File: config.mk
export PLATFORM = sky130hd
export DESIGN_NAME = philox4x32_stream
export DESIGN_NICKNAME = d
export VERILOG_FILES = /design/src/rtl/philox_pkg.sv /design/src/rtl/philox_round.sv /design/src/rtl/philox4x32_stream.sv
export SDC_FILE = /design/constraint.sdc
export NUM_CORES = 2
export LEC_CHECK = 0
export CAP_MARGIN = 15
export CELL_PAD_IN_SITES_DETAIL_PLACEMENT = 1
export CELL_PAD_IN_SITES_GLOBAL_PLACEMENT = 1
export CORE_MARGIN = 5
export CORE_UTILIZATION = 25
export DETAILED_ROUTE_END_ITERATION = 8
export HOLD_SLACK_MARGIN = 0.15
export PLACE_DENSITY = 0.46
export RECOVER_POWER = 100
export SYNTH_ARGS = -nofsm -noshare
export SYNTH_HDL_FRONTEND = slang
export SYNTH_SLANG_ARGS = --single-unit
File: constraint.sdc
create_clock -name clk -period 9.1 [get_ports clk]
set_clock_uncertainty 0.2 [all_clocks]
set_input_delay 0.91 -clock clk [delete_from_list [all_inputs] [get_ports clk]]
set_output_delay 0.91 -clock clk [all_outputs]
set_load 0.05 [all_outputs]
File: src/rtl/philox_pkg.sv
// Shared constants and FSM encoding for the Philox-4x32 stream generator.
package philox_pkg;
  localparam int STATE_W = 128;
  localparam int KEY_W   = 64;

  localparam logic [31:0] PHILOX_M0 = 32'hD2511F53;
  localparam logic [31:0] PHILOX_M1 = 32'hCD9E8D57;
  localparam logic [31:0] PHILOX_W0 = 32'h9E3779B9;
  localparam logic [31:0] PHILOX_W1 = 32'hBB67AE85;

  typedef enum logic [1:0] {
    ST_IDLE = 2'd0,
    ST_RUN  = 2'd1,
    ST_DONE = 2'd2
  } philox_state_e;
endpackage

File: src/rtl/philox_round.sv
// One combinational Philox-4x32 round: permuted multiply/xor of the state plus key bump.
module philox_round
  import philox_pkg::*;
(
  input  logic [STATE_W-1:0] x_i,
  input  logic [KEY_W-1:0]   k_i,
  output logic [STATE_W-1:0] x_o,
  output logic [KEY_W-1:0]   k_o
);
  logic [63:0] p0;
  logic [63:0] p1;

  always_comb begin
    p0 = {32'd0, x_i[31:0]}  * {32'd0, PHILOX_M0};
    p1 = {32'd0, x_i[95:64]} * {32'd0, PHILOX_M1};
    // Word order (MSB first): y3 = lo0, y2 = hi0^x3^k1, y1 = lo1, y0 = hi1^x1^k0
    x_o = {p0[31:0],
           p0[63:32] ^ x_i[127:96] ^ k_i[63:32],
           p1[31:0],
           p1[63:32] ^ x_i[63:32] ^ k_i[31:0]};
    k_o = {k_i[63:32] + PHILOX_W1, k_i[31:0] + PHILOX_W0};
  end
endmodule

File: src/rtl/philox4x32_stream.sv
// Streaming Philox-4x32 generator: UNROLL rounds per clock, auto-incrementing counter,
// one-deep output buffer. Defining PHILOX_STATS_EN adds the blk_count transfer counter.
module philox4x32_stream
  import philox_pkg::*;
#(
  parameter int ROUNDS = 10,
  parameter int UNROLL = 1
) (
  input  logic                clk,
  input  logic                rst_n,
  input  logic                cfg_load,
  input  logic [STATE_W-1:0]  cfg_counter,
  input  logic [KEY_W-1:0]    cfg_key,
  input  logic                en,
  output logic                busy,
  output logic                out_valid,
  input  logic                out_ready,
  output logic [STATE_W-1:0]  out_data
`ifdef PHILOX_STATS_EN
  ,
  output logic [31:0]         blk_count
`endif
);
  localparam int CYCLES = ROUNDS / UNROLL;
  localparam int CW     = (CYCLES > 1) ? $clog2(CYCLES) : 1;
  localparam logic [CW-1:0] RCNT_LAST = CW'(CYCLES - 1);

  if (ROUNDS < 1 || UNROLL < 1 || (ROUNDS % UNROLL) != 0) begin : g_bad_cfg
    $error("philox4x32_stream: UNROLL must divide ROUNDS and both must be >= 1");
  end

  philox_state_e      state_q, state_d;
  logic [STATE_W-1:0] ctr_q, ctr_d;
  logic [KEY_W-1:0]   key_q, key_d;
  logic [STATE_W-1:0] x_q, x_d;
  logic [KEY_W-1:0]   rkey_q, rkey_d;
  logic [CW-1:0]      rcnt_q, rcnt_d;
  logic               out_valid_q, out_valid_d;
  logic [STATE_W-1:0] out_data_q, out_data_d;

  for (genvar g = 0; g < UNROLL; g++) begin : g_rnd
    logic [STATE_W-1:0] xi, xo;
    logic [KEY_W-1:0]   ki, ko;
    if (g == 0) begin : g_first
      assign xi = x_q;
      assign ki = rkey_q;
    end else begin : g_next
      assign xi = g_rnd[g-1].xo;
      assign ki = g_rnd[g-1].ko;
    end
    philox_round u_round (.x_i(xi), .k_i(ki), .x_o(xo), .k_o(ko));
  end

  always_comb begin
    state_d     = state_q;
    ctr_d       = ctr_q;
    key_d       = key_q;
    x_d         = x_q;
    rkey_d      = rkey_q;
    rcnt_d      = rcnt_q;
    out_valid_d = out_valid_q;
    out_data_d  = out_data_q;
    if (out_valid_q && out_ready) out_valid_d = 1'b0;
    if (cfg_load) begin
      ctr_d       = cfg_counter;
      key_d       = cfg_key;
      out_valid_d = 1'b0;
      state_d     = ST_IDLE;
    end else begin
      case (state_q)
        ST_IDLE: begin
          if (en) begin
            state_d = ST_RUN;
            x_d     = ctr_q;
            rkey_d  = key_q;
            rcnt_d  = '0;
            ctr_d   = ctr_q + 1'b1;
          end
        end
        ST_RUN: begin
          x_d    = g_rnd[UNROLL-1].xo;
          rkey_d = g_rnd[UNROLL-1].ko;
          rcnt_d = rcnt_q + CW'(1);
          if (rcnt_q == RCNT_LAST) state_d = ST_DONE;
        end
        ST_DONE: begin
          // The buffer frees up this cycle if empty or being drained; otherwise hold the result.
          if (!out_valid_q || out_ready) begin
            out_data_d  = x_q;
            out_valid_d = 1'b1;
            if (en) begin
              state_d = ST_RUN;
              x_d     = ctr_q;
              rkey_d  = key_q;
              rcnt_d  = '0;
              ctr_d   = ctr_q + 1'b1;
            end else begin
              state_d = ST_IDLE;
            end
          end
        end
        default: state_d = ST_IDLE;
      endcase
    end
  end

  always_ff @(posedge clk or negedge rst_n) begin
    if (!rst_n) begin
      state_q     <= ST_IDLE;
      ctr_q       <= '0;
      key_q       <= '0;
      x_q         <= '0;
      rkey_q      <= '0;
      rcnt_q      <= '0;
      out_valid_q <= 1'b0;
      out_data_q  <= '0;
    end else begin
      state_q     <= state_d;
      ctr_q       <= ctr_d;
      key_q       <= key_d;
      x_q         <= x_d;
      rkey_q      <= rkey_d;
      rcnt_q      <= rcnt_d;
      out_valid_q <= out_valid_d;
      out_data_q  <= out_data_d;
    end
  end

  assign busy      = (state_q != ST_IDLE);
  assign out_valid = out_valid_q;
  assign out_data  = out_data_q;

`ifdef PHILOX_STATS_EN
  logic [31:0] blk_count_q, blk_count_d;

  always_comb begin
    blk_count_d = blk_count_q;
    if (cfg_load) blk_count_d = '0;
    else if (out_valid_q && out_ready && (blk_count_q != 32'hFFFF_FFFF))
      blk_count_d = blk_count_q + 32'd1;
  end

  always_ff @(posedge clk or negedge rst_n) begin
    if (!rst_n) blk_count_q <= '0;
    else        blk_count_q <= blk_count_d;
  end

  assign blk_count = blk_count_q;
`endif
endmodule

==> results.toml <==
[timing]
rsz0062_at_grt = "false"
setup_violations = 0
fin_crit_ns = 8.859
maxSlewViolCount = 1080
hold_violations = 0
fmax_mhz = 112.9
maxSlewHeadroom_pct = -178.0
setup_slack_ns = 0.2415
fin_tns_setup_ns = 0
worst_pin_slew_ns = 4.169
holdWs_ns = 0.2996
finalCritPeriodShare_pct = 97.35

[grt]
antenna_found_initial = 28
gr-usage-all-layers_pct = 21.84
grt_max_degree = 152
overflow = 0
first_global_vias = 53820
grt_pass1_wl_um = 415700

[critical_path]
cp_cell_sequence = "buf_4 -> ha_1 -> fa_1 -> fa_1 -> inv_1 -> fa_1 -> inv_1 -> fa_1 -> fa_1 -> fa_1 -> inv_1 -> fa_1 -> inv_1 -> ha_1 -> and3_1 -> or4b_1 -> nor3_1 -> o2111ai_1 -> and3_1 -> o31a_1 -> o31ai_1 -> xnor2_1 -> a21oi_1 -> a211o_1"
worstSetupPathType = "reg2reg"
cp.required_ns = 9.53
setup.worst_path.end_class = "flop"
cp-start-kind = "flop"
cp_top_family = "adder cells"
cp_slowest_cell = "dfrtp_1"
crit_buf_inv = 5
arrival_ns = 9.29
slowest_delay_ns = 0.94
path_max_fanout = 8
crit_path_frequent_cell = "fa_1"

[synth]
synth_nets = 8372
ys_seq_area_share_pct = 20.34
synth_top_area_share_pct = 26.43
synth-async-reset-ratio_pct = 100.0
ys.flop_type = "dfrtp_1"
syn_area_per_cell_um2 = 9.872
synth_top_cell_by_area = "fa_1"
synth_seq_cells = 519
yosys_warnings = 0
syn_inst = 6468
synthDistinctLibCells = 97
synth_edf_count = 0
synth_area_leaders = "fa_1 26%, dfrtp_1 20%, ha_1 17%"
synth_area_um2 = 63850

[final_layout]
final_area_um2 = 74360
nFillCells = 29040
fin_nets = 8734
drive_gt1_share_pct = 7.318
syn_to_final_growth_pct = 16.46

[placed_design]
hpwl_um = 242800
gp_congestion = 0.9051
place_area_um2 = 71870
pre_cts_slack_ns = 0.1009
port_buffers = 326

[floorplan]
coreArea_um2 = 254200
start_util_pct = 25.12
ioPinCount = 327
row_count = 185
die_x_um = 515.4
dieArea_um2 = 265600
fp.dieH_um = 515.4

[outcome]
violations = "max-capacitance violations, max-slew violations"
status = "finished with violations"

[clock_network]
cts_buffers = 76
htree_levels = 3
clk_pin_slew_ns = 0.06
cts.sinks = 519
cts_tree = "done"
clockRootBuffer = "clkbuf_16"
cts.path.max_buffers = 3
clk_latency_ns = 0.75
post_cts_buffers = 0

[drt]
route.detailed.drc = 0
postRouteAntennaNets = 0
dr.pass1.iters = 5
wl_per_cell_um = 28.30
drtIter0Drc = 3070
avgViaCountPerCell = 4.803
routed_wl_um = 290500
route.vias.total = 49310

[hold_path]
holdCritPathClass = "reg2reg"

[run]
drv_cap = 20
synth_stat cells (16+ instances only):
master,instances
a22oi_1,47
o21a_1,16
a31oi_1,26
o21ai_0,239
o21bai_1,26
clkbuf_1,174
mux2_2,196
inv_1,1307
nor2b_1,17
o21ai_1,53
xnor2_1,262
ha_1,864
o22ai_1,77
dfrtp_1,519
and3_1,43
xor2_1,145
nand4_1,61
fa_1,843
nor2_1,230
a21o_1,98
buf_1,21
nor3_1,54
nand2_1,422
nand3_1,96
o211ai_1,43
and2_1,26
and4_1,21
a211oi_1,17
a21oi_1,284
worst paths after layout:
| check | from | endpoint | slack, ns | cells past startpoint |
|---|---|---|---|---|
| max reg2reg | g_rnd[0].xi[19] | g_rnd[0].xi[86] | 0.24 | 24 |
| max | g_rnd[0].xi[19] | g_rnd[0].xi[86] | 0.24 | 24 |
| min | out_data[40] | out_data[40] | 0.30 | 1 |
| min reg2reg | out_data[40] | out_data[40] | 0.30 | 1 |
| min in group asynchronous | rst_n | out_data[110] | 1.34 | 2 |
| max in group asynchronous | rst_n | out_data[35] | 1.93 | 4 |
repair_timing:
| item | in CTS | in global routing |
|---|---|---|
| resized for setup | 0 | 7 |
| hold buffers | 1 | 0 |
| hold endpoints to repair | 42 | 0 |
| setup endpoints to repair | 0 | 7 |
final cells by class:
| cell class | instances | area, µm² | area share, % |
|---|---|---|---|
| Multi-Input combinational cell | 4435 | 45150 | 60.72 |
| Sequential cell | 519 | 13000 | 17.48 |
| Inverter | 1307 | 4906 | 6.597 |
| Timing Repair Buffer | 491 | 4389 | 5.902 |
| Tap cell | 3366 | 4212 | 5.664 |
| Clock buffer | 109 | 2237 | 3.008 |
| Clock inverter | 26 | 441.7 | 0.5939 |
| Antenna cell | 12 | 30.03 | 0.04038 |
placed cells by master, fill, tap and decap left out, types with 47 or more instances in the layout:
master and n:
inv_1 1307, a22oi_1 47, ha_1 864, xnor2_1 262, nand4_1 61, buf_4 121, dfrtp_1 512, mux2_2 196
nand3_1 96, xor2_1 145, nand2_1 422, clkbuf_16 77, a21oi_1 284, nor2_1 229, fa_1 843, clkdlybuf4s50_1 194
o22ai_1 77, dlygate4sd3_1 131, nor3_1 55, o21ai_0 284, clkbuf_1 49, a21o_1 98
state kept, by name, summed over array words and instances (netlist names):
register   flops
g_rnd.xi     128
out_valid      1
key_q         64
state_q        2
out_data     128
g_rnd.ki      64
ctr_q        128
rcnt_q         4
through the flow:
step,instances,util [%]
finish,10270,29.26
CTS,10250,29.33
floorplan,6468,-
detailed placement,10120,28.28
global route,10260,29.25
global placement,10120,28.27
cells by family after synthesis:
kind of cell | after synthesis | synth area share (%)
adders and majority gates | 1707 | 43.36
buffers and inverters | 1514 | 8.965
and+or+nand+nor | 1068 | 7.956
AOI/OAI and AO/OA | 1053 | 10.28
DFF | 519 | 20.34
xor gates and xnor gates | 407 | 5.583
muxes | 200 | 3.519
per-layer routing:
| layer | up-vias | share of wire, % | track usage, % |
|---|---|---|---|
| li1 | 21860 | - | - |
| met5 | - | 0.013 | 0 |
| met3 | 238 | 4.3 | 2.712 |
| met4 | 6 | 2.8 | 5.248 |
| met2 | 1044 | 45 | 34.44 |
| met1 | 26160 | 48 | 31.75 |
Power is left out: the tool's default activity adds up to more than one toggle a clock period on the data nets, which glitch-free logic cannot reach.
